==> config.mk <==
export PLATFORM = sky130hd
export DESIGN_NAME = fetch_ctrl
export DESIGN_NICKNAME = d
export VERILOG_FILES = /design/src/rtl/fetch_ctrl.sv
export SDC_FILE = /design/constraint.sdc
export NUM_CORES = 1
export LEC_CHECK = 0
export CORE_ASPECT_RATIO = 2
export CORE_MARGIN = 2
export CORE_UTILIZATION = 46
export DETAILED_ROUTE_END_ITERATION = 6
export PLACE_DENSITY = 0.94
export SLEW_MARGIN = 20
export SYNTH_ARGS = -nofsm -noshare
export SYNTH_HDL_FRONTEND = slang
export SYNTH_SLANG_ARGS = --single-unit
export TNS_END_PERCENT = 20
==> constraint.sdc <==
create_clock -name i_clk -period 2.6 [get_ports i_clk]
set_input_delay 0.52 -clock i_clk [delete_from_list [all_inputs] [get_ports i_clk]]
set_output_delay 0.52 -clock i_clk [all_outputs]
set_load 0.01 [all_outputs]
==> src/rtl/fetch_ctrl.sv <==
// fetch_ctrl: single-outstanding instruction fetch sequencer with one-entry decode buffer; FETCH_CTRL_PERF_EN adds fetch/wait counters
module fetch_ctrl #(
  parameter logic [31:0] RESET_ADDR = 32'h0000_0000
) (
  input  logic        i_clk,
  input  logic        i_rst_n,
  input  logic [31:0] i_pc_addr,
  input  logic        i_redirect,
  input  logic        i_halt,
  input  logic        i_stall,
  output logic        o_pc_hold,
  output logic        o_mem_req,
  output logic [31:0] o_mem_addr,
  input  logic        i_mem_gnt,
  input  logic        i_mem_rvalid,
  input  logic [31:0] i_mem_rdata,
  output logic        o_inst_valid,
  output logic [31:0] o_inst,
  output logic [31:0] o_inst_pc,
`ifdef FETCH_CTRL_PERF_EN
  output logic [31:0] o_fetch_cnt,
  output logic [31:0] o_wait_cnt,
`endif
  output logic        o_halted
);
  typedef enum logic [1:0] {REQ, WAIT, FULL, HALTED} state_t;
  state_t state;
  logic [31:0] req_addr, buf_inst, buf_pc;
  logic buf_valid, discard, halt_pend;
  logic halt_now, grant, load, buf_nxt;
  always_comb begin
    halt_now = halt_pend | i_halt;
    o_mem_req = i_rst_n && state == REQ && !i_redirect;
    grant = o_mem_req && i_mem_gnt;
    load = state == WAIT && i_mem_rvalid && !discard && !i_redirect;
    buf_nxt = !i_redirect && (load || (buf_valid && i_stall));
  end
  assign o_mem_addr = req_addr;
  assign o_pc_hold = !grant;
  assign o_inst_valid = buf_valid;
  assign o_inst = buf_inst;
  assign o_inst_pc = buf_pc;
  assign o_halted = state == HALTED;
  always_ff @(posedge i_clk) begin
    if (!i_rst_n) begin
      state <= REQ;
      req_addr <= RESET_ADDR;
      buf_inst <= '0;
      buf_pc <= RESET_ADDR;
      buf_valid <= 1'b0;
      discard <= 1'b0;
      halt_pend <= 1'b0;
    end else begin
      halt_pend <= halt_now;
      buf_valid <= buf_nxt;
      if (load) {buf_inst, buf_pc} <= {i_mem_rdata, req_addr};
      case (state)
        REQ:
          if (grant) state <= WAIT;
          else if (halt_now) state <= HALTED;
          else if (i_redirect) req_addr <= i_pc_addr;
        WAIT:
          if (i_mem_rvalid) begin
            discard <= 1'b0;
            if (halt_now) state <= HALTED;
            else if (buf_nxt && i_stall) state <= FULL;
            else begin
              state <= REQ;
              req_addr <= i_pc_addr;
            end
          end else if (i_redirect) discard <= 1'b1;
        FULL:
          if (halt_now) state <= HALTED;
          else if (i_redirect || !i_stall) begin
            state <= REQ;
            req_addr <= i_pc_addr;
          end
        default: ;
      endcase
    end
  end
`ifdef FETCH_CTRL_PERF_EN
  always_ff @(posedge i_clk) begin
    if (!i_rst_n) begin
      o_fetch_cnt <= '0;
      o_wait_cnt <= '0;
    end else begin
      o_fetch_cnt <= o_fetch_cnt + 32'(buf_valid && !i_stall && !i_redirect);
      o_wait_cnt <= o_wait_cnt + 32'(state == WAIT);
    end
  end
`endif
endmodule

Yosys cells after proc, flatten, opt, wreduce, memory -nomap -nowiden
Index checks and enable logic that the tools add are counted.

word-level totals
  flip-flop bits (word level) = 101

cells by class
  equal/unequal tests = 13
  multiplexer cells = 19
  bitwise logic cells = 1
  reductions and logical operators = 21

operator list
  cell                  count
  $mux W32              8
  $pmux W32 S3          1
  $ne A2 B2 Y1 const B  8
  $mux W2               7
  $logic_and A1 B1 Y1   9
  $reduce_and A9 Y1     1
  $ne A3 B3 Y1 const B  2
  $pmux W2 S3           1
  $eq A2 B2 Y1 const B  2
  $logic_not A1 Y1      4
  $reduce_and A4 Y1     1
  $reduce_bool A3 Y1    1
  $eq A2 B1 Y1 const B  1
  $logic_not A2 Y1      1
  $logic_or A1 B1 Y1    2
  $mux W1               2
  $reduce_and A2 Y1     1
  $reduce_bool A2 Y1    1
  $or A1 B1 Y1          1

Longest topological paths before layout
  depth in word-level cells = 11
  mapped depth = 8
  mapped depth without buffers = 6

Worst setup path before layout
Ideal clock, no wire load.

  path type = flip-flop to flip-flop
  start point = register state[0]
  end point = register req_addr[0], in the netlist o_mem_addr[0]
  buffers on the path = 1
  clock period less this slack = 1.773 ns
  data required time = 2.528 ns
  data arrival time = 1.702 ns
  cell stages (with the launch flop) = 7
  setup slack = 0.827 ns
  cell sequence = dfxtp_1 inv_1 ha_1 a221o_1 nor3_4 buf_8 mux2i_1

on the way
  cells in the longest elaborated chain, start to end = 9
  elaborated cells between the ends (all ways) = 23
  those cells by class = 10 x eq/ne; 1 x mux; 12 x reduce/logical

RTL lines
  element                           line    source
  start: declaration                27      state_t state;
  start signal: assignment          46      state <= REQ;
  start signal: assignment          59      if (grant) state <= WAIT;
  start signal: assignment          60      else if (halt_now) state <= HALTED;
  $eq A2 B1 Y1                      35, 57
  $logic_and A1 B1 Y1 (3 in a row)  35      load = state == WAIT && i_mem_rvalid && !discard && !i_redirect;
  $logic_or A1 B1 Y1                36      buf_nxt = !i_redirect && (load || (buf_valid && i_stall));
  $logic_and A1 B1 Y1               36
  $logic_and A1 B1 Y1               66      else if (buf_nxt && i_stall) state <= FULL;
  $ne A2 B2 Y1 (no line)            n/a
  $reduce_and A9 Y1 (no line)       n/a
  end signal: assignment            61      else if (i_redirect) req_addr <= i_pc_addr;
  end signal: assignment            69      req_addr <= i_pc_addr;
  end signal: assignment            76      req_addr <= i_pc_addr;
  end: declaration                  28      logic [31:0] req_addr, buf_inst, buf_pc;

Parallel ways exist; a longest one is shown, timed or not.
A chain may end at the register's enable or synchronous reset.

Worst setup path after layout
  start point = register state[1]
  end point = output o_pc_hold

on the way
  cells in the longest elaborated chain, start to end = 5

RTL lines
  element                           line  source
  $logic_not A2 Y1                  33    o_mem_req = i_rst_n && state == REQ && !i_redirect;
  $logic_and A1 B1 Y1 (2 in a row)  33
  $logic_and A1 B1 Y1               34    grant = o_mem_req && i_mem_gnt;
  $logic_not A1 Y1                  39    assign o_pc_hold = !grant;
  end: declaration                  11    output logic o_pc_hold,

Every way passes these cells.

==> results.yml <==
sta:
  setup_violations: 0
  min_period_ns: 2.31
  rsz0062_at_grt: "false"
  worst-slew-pin-transition_ns: 0.712
  finalCritPeriodShare: 0.887
  drv_slew: 0
  tns_ns: 0
  slew_headroom: 0.519
  final-hold-violation-count: 0
  finalClockSkew_ns: 0.00546
  setup_slack_ns: 0.295
  fmax_mhz: 434
power_and_ir_drop:
  leakage_nw: 2.18
  cellPowerDensity_nw_per_um2: 765
  ir_worst_vdd_uv: 717
cts:
  post_cts_buffers: 0
  clock-sinks: 101
  root_buffer: "clkbuf_16"
  numCtsBuffers: 9
  postCtsHoldBufs: 0
  clk_latency_ns: 0.33
  cts_max_level: 3
  cts_tree: "built"
  clk_pin_slew_ns: 0.06
  cts_resized: 0
  cts_buffer_depth: 2
setup_path:
  cp.required_ns: 2.08
  crit_fanout: 5
  critPathLaunchType: "flop"
  arrival_ns: 1.79
  end_kind: "output pin"
  path_class: "flop to output pin"
synth:
  ys_seq_elements: 101
  synth.distinct_cells: 29
  syn-num-nets: 535
  synth_cells: 460
  synth_top_area_cell: "dfxtp_1"
  synth.avg_cell_area_um2: 8.68
  synth_area_leaders: "dfxtp_1, nand2_1, a21boi_0"
  yosysWarnings: 0
  synth-seq-area-share: 0.506
  synth_top_area_frac: 0.506
  synth_area_um2: 3990
drt:
  ant_nets: 0
  vias: 3662
  drc: 0
  drt_iter0_markers: 177
  viasPerCell: 5.07
  wirelength_um: 11000
  post_drt_wl_per_cell_um: 15.3
  dr.pass1.iters: 4
floorplanning:
  coreArea_um2: 8530
  start_util: 0.468
  die_w_um: 69.9
  rows: 48
  die_area_um2: 9490
  io_pins: 171
  die_h_um: 136
placed_design:
  io_buffers: 170
  gp_congestion: 0.923
  place_inst: 708
  pre_cts_ws_ns: 0.187
  dp_hpwl_um: 8200
job:
  max-cap-violations: 0
run_status:
  status: "finished clean"
grt:
  grt_pass1_wl_um: 17500
  antenna_found_initial: 0
  grt_pass1_vias: 3759
  grt.total_usage: 0.232
  grt_max_degree: 69
  overflow: 0
final_layout:
  final_cells: 723
  layout_common_cells: "nand2_1, clkdlybuf4s50_1, dfxtp_1, a21boi_0, mux2i_1"
  layout_commonest_cell: "nand2_1"
  nets: 694
  n_antenna_cell: 0
  drive_gt1_frac: 0.0449
  syn2layout_area_growth_pct: 51.2
hold_path:
  worstHoldPathType: "flop to flop"
-- final cells by class --
cell class,instances,area (um2)
Clock buffer,14,264
Timing Repair Buffer,179,1790
Multi-Input combinational cell,324,1790
Fill cell,617,2490
Inverter,4,15.0
Sequential cell,101,2020
Tap cell,100,125
Clock inverter,1,30.0
-- logic make-up after synthesis --
logic type      after synthesis  share of synthesized area
compound gates               74                      0.139
fa+ha+maj                     4                     0.0125
buf+inv                      35                     0.0470
simple gates                212                      0.210
flops                       101                      0.506
mux                          34                     0.0852
-- state kept, by name, summed over array words and instances, names as in the netlist --
register and flops:
discard 1, halt_pend 1, o_inst 32, o_inst_pc 32, o_inst_valid 1, o_mem_addr 32
state 2
-- critical path, stage by stage (launching register included) --
cell	delay, ns
dfxtp_1	0.40
inv_1	0.09
ha_1	0.25
nand4_1	0.16
clkdlybuf4s50_1	0.55
-- Yosys cell counts --
| library cell | n |
|---|---|
| and2b_2 | 1 |
| inv_1 | 3 |
| nor2_1 | 3 |
| nand2_1 | 199 |
| dfxtp_1 | 101 |
| o21ai_0 | 1 |
| a21boi_0 | 65 |
| inv_2 | 1 |
| nand4_1 | 1 |
| o311ai_0 | 1 |
| nor3_4 | 1 |
| nor3_1 | 1 |
| nor2b_1 | 2 |
| nand3b_1 | 1 |
| a21oi_1 | 3 |
| mux2i_1 | 34 |
| ha_1 | 4 |
| buf_4 | 2 |
| buf_2 | 8 |
| and3_2 | 1 |
| clkbuf_1 | 17 |
| nor3_2 | 1 |
| buf_8 | 3 |
| o221ai_1 | 1 |
| or3_2 | 1 |
| o211a_1 | 1 |
| a221o_1 | 1 |
| o211ai_1 | 1 |
| dlygate4sd1_1 | 1 |
-- path summary, 6_finish.rpt --
kind / from / to / slack [ns] / cells after the start
max: state[1]$_SDFFE_PN0P_ / o_pc_hold / 0.29 / 4
min: o_inst_pc[24]$_SDFFE_PN0N_ / o_inst_pc[24]$_SDFFE_PN0N_ / 0.46 / 2
max reg2reg: state[1]$_SDFFE_PN0P_ / o_inst_pc[19]$_SDFFE_PN0N_ / 0.57 / 7
min reg2reg: o_inst_pc[24]$_SDFFE_PN0N_ / o_inst_pc[24]$_SDFFE_PN0N_ / 0.46 / 2
-- through the flow --
stage          power, mW  area (um2)  hold slack [ns]  utilization
2_1_floorplan       2.70        3990            0.472            -
3_3_place_gp        3.28        5740            0.450        0.673
3_5_place_dp        3.34        5740            0.457        0.673
4_1_cts             4.66        6040            0.462        0.708
5_1_grt             4.83        6040            0.475        0.708
6_report            4.62        6040            0.461        0.708
-- power by group --
part           internal, mW  total (mW)  switching (mW)  leakage (nW)
registers              1.75        1.91           0.159         0.820
clock network         0.794        1.31           0.520         0.143
logic                 0.748        1.39           0.645          1.22
-- layer usage --
metal / part of all wire / track usage / vias up / wire length (um)
met2: 0.57 / 0.456 / 115 / 6300
li1: - / - / 1802 / -
met3: 0.037 / 0.0409 / 28 / 406
met5: 0 / 0 / - / 0
met4: 0.041 / 0.131 / 0 / 448
met1: 0.35 / 0.217 / 1717 / 3870
No activity file was read; power rests on OpenSTA's default activity.
